===== config.mk =====
export PLATFORM = sky130hd
export DESIGN_NAME = als_spi_reader
export DESIGN_NICKNAME = d
export VERILOG_FILES = /design/src/rtl/als_spi_reader.sv
export SDC_FILE = /design/constraint.sdc
export NUM_CORES = 1
export LEC_CHECK = 0
export ABC_AREA = 1
export ABC_CLOCK_PERIOD_IN_PS = 3100
export CAP_MARGIN = 20
export CORE_UTILIZATION = 65
export CTS_CLUSTER_SIZE = 30
export DETAILED_ROUTE_END_ITERATION = 12
export DONT_BUFFER_PORTS = 1
export HOLD_SLACK_MARGIN = 0.03
export PLACE_DENSITY = 0.81
export SYNTH_ARGS = -nofsm -noshare
export SYNTH_HDL_FRONTEND = slang
export SYNTH_SLANG_ARGS = --single-unit

===== constraint.sdc =====
create_clock -name clk_in -period 3.1 [get_ports clk_in]
set_clock_uncertainty 0.05 [all_clocks]
set_input_delay 0.93 -clock clk_in [delete_from_list [all_inputs] [get_ports clk_in]]
set_output_delay 0.93 -clock clk_in [all_outputs]
set_load 0.1 [all_outputs]

===== src/rtl/als_spi_reader.sv =====
// SPI master for the PmodALS light sensor (ADC081S021): periodic 16-SCLK read frames,
// 8-bit light value extracted and presented as a 16-bit display word.
module als_spi_reader #(
  parameter int unsigned CLK_DIV       = 4,
  parameter int unsigned SAMPLE_PERIOD = 2_500_000
) (
  input  logic        clk_in,
  input  logic        reset,
  input  logic        miso,
  input  logic        hold,
  output logic        cs_n,
  output logic        sclk,
  output logic [7:0]  light,
  output logic [15:0] data,
  output logic        valid
);

  localparam int unsigned PW = $clog2(SAMPLE_PERIOD);
  localparam int unsigned DW = $clog2(CLK_DIV);

  typedef enum logic [1:0] {IDLE, SETUP, SHIFT, DONE} state_t;

  state_t          state, state_n;
  logic [PW-1:0]   period;
  logic [DW-1:0]   div, div_n;
  logic [3:0]      bit_cnt, bit_n;
  logic            hi, hi_n;
  // The three leading zeros shift out of the top; [12:5] lands on D7..D0 after 16 samples.
  logic [12:0]     shift, shift_n;
  logic            div_last;
  logic            cs_n_n, sclk_n;

  // Free-running frame-rate counter
  always_ff @(posedge clk_in or posedge reset) begin
    if (reset) period <= '0;
    else if (period == PW'(SAMPLE_PERIOD - 1)) period <= '0;
    else period <= period + PW'(1);
  end

  always_ff @(posedge clk_in or posedge reset) begin
    if (reset) begin
      state   <= IDLE;
      div     <= '0;
      bit_cnt <= '0;
      hi      <= 1'b0;
      shift   <= '0;
    end else begin
      state   <= state_n;
      div     <= div_n;
      bit_cnt <= bit_n;
      hi      <= hi_n;
      shift   <= shift_n;
    end
  end

  assign div_last = (div == DW'(CLK_DIV - 1));

  always_comb begin
    state_n = state;
    div_n   = div;
    bit_n   = bit_cnt;
    hi_n    = hi;
    shift_n = shift;
    case (state)
      IDLE: begin
        if (period == '0) begin
          state_n = SETUP;
          div_n   = '0;
        end
      end
      SETUP: begin
        if (div_last) begin
          state_n = SHIFT;
          div_n   = '0;
          hi_n    = 1'b0;
          bit_n   = '0;
        end else begin
          div_n = div + DW'(1);
        end
      end
      SHIFT: begin
        if (div_last) begin
          div_n = '0;
          if (!hi) begin
            // Low half ends: sclk rises on this edge, so sample here
            hi_n    = 1'b1;
            shift_n = {shift[11:0], miso};
          end else if (bit_cnt == 4'd15) begin
            state_n = DONE;
          end else begin
            hi_n  = 1'b0;
            bit_n = bit_cnt + 4'd1;
          end
        end else begin
          div_n = div + DW'(1);
        end
      end
      DONE:    state_n = IDLE;
      default: state_n = IDLE;
    endcase
    cs_n_n = (state_n == IDLE) || (state_n == DONE);
    sclk_n = !((state_n == SHIFT) && !hi_n);
  end

  always_ff @(posedge clk_in or posedge reset) begin
    if (reset) begin
      cs_n  <= 1'b1;
      sclk  <= 1'b1;
      light <= '0;
      data  <= '0;
      valid <= 1'b0;
    end else begin
      cs_n  <= cs_n_n;
      sclk  <= sclk_n;
      valid <= (state == DONE) && !hold;
      if ((state == DONE) && !hold) begin
        light <= shift[12:5];
        data  <= {8'h00, shift[12:5]};
      end
    end
  end

endmodule


==> out/results.ini <==
[run_status]
outcome=finished clean

[sta]
setup_viol=0
slew_viol_final=0
slew_headroom_pct=36.72
final_hold_viol_count=0
tns_ns=0
period_share_pct=74.67
finalWorstSetupSlack_ns=0.7853
max_freq_mhz=432.0
rsz0062_at_grt=false
worst_pin_slew_ns=0.9492
timing.final.crit_period_ns=2.315

[placement]
preCtsSetupSlack_ns=1.069
dp_hpwl_um=4229
gp_congestion=0.9300
numPortBuffers=0
place_inst=433

[routing]
avgRoutedWirePerCell_um=12.99
vias=2378
drt_wl_total_um=5729
ant_nets=0
drcViolationCount=0
dr.first_iter.drc_count=159
routed_via_density=5.392
drtPass1Iterations=5

[power_and_ir_drop]
swShare_pct=29.81
leakage_nw=1.546
clock_power_share_pct=31.7
comb_power_share_pct=9.0
power.internal_w=0.0009017
pwr-share-seq_pct=59.4
power_w=0.001285
p_switching_w=0.0003829
powerDensity_nw_per_um2=406.1
peakVddDrop_uv=226.7

[cells_and_area]
n_fill_cell=355
antenna_cells=0
area_delta_synth_final_pct=3.905
layout-drive-gt1-share_pct=11.83
multi_input_area_um2=1338
stdcell_count=441
fin_util_pct=71.66
regArea_um2=1389
layout.nets=401

[clock_tree]
cts.sinks=55
cts_resized=0
cts_setup_buffers=0
worst_skew_pair.late_latency_ns=0.32
cts-root-buf=clkbuf_8
cts_tree=yes
clk_pin_slew_ns=0.10
ctsHoldBuffers=0
cts_buffers=5
h-tree-depth=2
cts.path.max_buffers=2

[floorplanning]
initial_core_util_pct=68.96
die_area_um2=4961
core_um2=4414
die_y_um=70.44
io_pins=31
die_width_um=70.44
num_rows=24

[worst_setup_path]
crit_start=light[3]
ff2ff_setup_slack_ns=1.03
crit_cells=0
critPathLaunchType=flip-flop
ff2ff_path_depth=4
cp_max_fo=3
criticalPathCategory=flip-flop to primary output
worstPathArrival_ns=1.33
crit_path_end_kind=primary output
reg2reg_from=state[0]
required_ns=2.12
crit_end=light[3]
rr_endpoint=shift[4]

[global_route]
grt_pass1_wl_um=9832
grt_max_degree=34
overflow=0
antenna_found_initial=0
track_usage_pct=25.34
first_global_vias=2271

[synthesis]
avgSynthCellArea_um2=7.826
ys_seq_area_share_pct=45.29
yosysWarnings=0
synthCells=389
ys_ff_latch=55
synth_cell_type_count=32
ys.flop_type=dfrtp_1
async_reset_ff_share_pct=100.0
synth_edf_count=0
synth.cell_area_um2=3044

[hold_path]
hold_path_class=flip-flop to flip-flop

[job]
drv_cap=0

[worst min-delay path by stage]
| stage | depth (start not counted) | from | endpoint | slack [ns] |
|---|---|---|---|---|
| global route | 2 | light[7] | light[7] | 0.47 |
| detailed placement | 2 | shift[11] | shift[11] | 0.42 |
| CTS | 2 | shift[11] | shift[11] | 0.45 |
| global placement | 2 | light[7] | light[7] | 0.41 |
| floorplan | 2 | shift[3] | shift[3] | 0.40 |
| finish | 2 | light[7] | light[7] | 0.44 |
[state kept, by name (all words and copies together), names as in the netlist]
signal and count:
shift 13, light 8, state 2, period 22, valid 1, bit_cnt 4, hi 1, div 2
sclk 1, cs_n 1
[Yosys cell counts, drive strengths merged, types with 3 or more instances]
master / n / area (um2)
nand2: 102 / 387.9
nor2: 56 / 250.2
inv: 54 / 202.7
dfrtp: 53 / 1326
o21ai: 28 / 143.9
nand3: 27 / 165.2
buf: 19 / 140.1
ha: 9 / 112.6
xor2: 8 / 70.07
a21oi: 6 / 30.03
nand4: 6 / 37.54
nor3: 4 / 25.02
clkbuf: 3 / 11.26
[power by group through the flow]
stage	registers [W]	logic (W)	clock network [W]
after detailed placement	0.000777	0.000116	0
after global routing	0.000764	0.000122	0.000439
after global placement	0.000776	0.000115	0
after floorplan	0.000779	0.000110	0
final	0.000763	0.000115	0.000407
after CTS	0.000763	0.000116	0.000421
[routing by layer]
layer | global-route usage [%] | share of wire [%] | vias to the layer above
met2 | 41.16 | 48 | 73
met3 | 5.916 | 5.5 | 11
li1 | - | - | 1187
met4 | 9.556 | 1.8 | 0
met5 | 0 | 0 | -
met1 | 32.92 | 45 | 1107
[area by class of cell]
cell class	instances	share of cell area (%)
Timing Repair Buffer	7	2.453
Clock buffer	5	2.176
Tap cell	52	2.057
Sequential cell	55	43.91
Clock inverter	3	0.7120
Multi-Input combinational cell	265	42.29
Inverter	54	6.408
[cell usage in the layout, fill, tap and decap left out]
cell type  netlist  layout
dfrtp_2          0       8
nor3_1           3       3
nand4_1          6       6
xnor2_1          2       2
nor2_2           4       4
clkinv_2         0       1
o21ai_0         24      24
dfstp_2          2       2
ha_1             9       9
and3_1           1       1
o211ai_1         1       1
or2_2            2       2
o21ai_2          1       1
conb_1           1       8
clkinv_4         0       1
clkbuf_8         0       5
nand2_2          2       2
inv_2            2       3
nand2_1        100     100
mux2_2           1       1
dfrtp_1         53      45
buf_4           18       5
inv_6            0       1
inv_1           52      51
nand3_4          2       2
nor2_4           4       4
o21ai_1          3       3
xor2_1           8       8
buf_12           0       2
a21oi_1          6       6
nand3_1         24      24
nor3_2           1       1
nand3_2          1       1
o31ai_1          2       2
nor3b_1          2       2
nor2_1          48      48
[through the flow]
step / instance area [um2] / hold WS [ns]
after CTS: 3163 / 0.4487
after detailed placement: 3072 / 0.4230
after global routing: 3163 / 0.4651
final: 3163 / 0.4438
after floorplan: 3070 / 0.3992
after global placement: 3072 / 0.4141
[kinds of logic after synthesis]
group	after synthesis	share of synthesized area, %
other	1	0.1232
and+or+nand+nor	200	29.55
DFF	55	45.29
xor gates and xnor gates	10	2.877
AOI/OAI and AO/OA	37	6.453
muxes	1	0.3699
adders and majority gates	9	3.699
buffers and inverters	76	11.63
[tightest hold or removal path: cells and delay by family, from the launching register on]
family / cells / cell delay [ns]
AND/OR/NAND/NOR: 2 / 0.10
flip-flops: 1 / 0.37
Note: power is estimated with default switching activity, not from simulation.
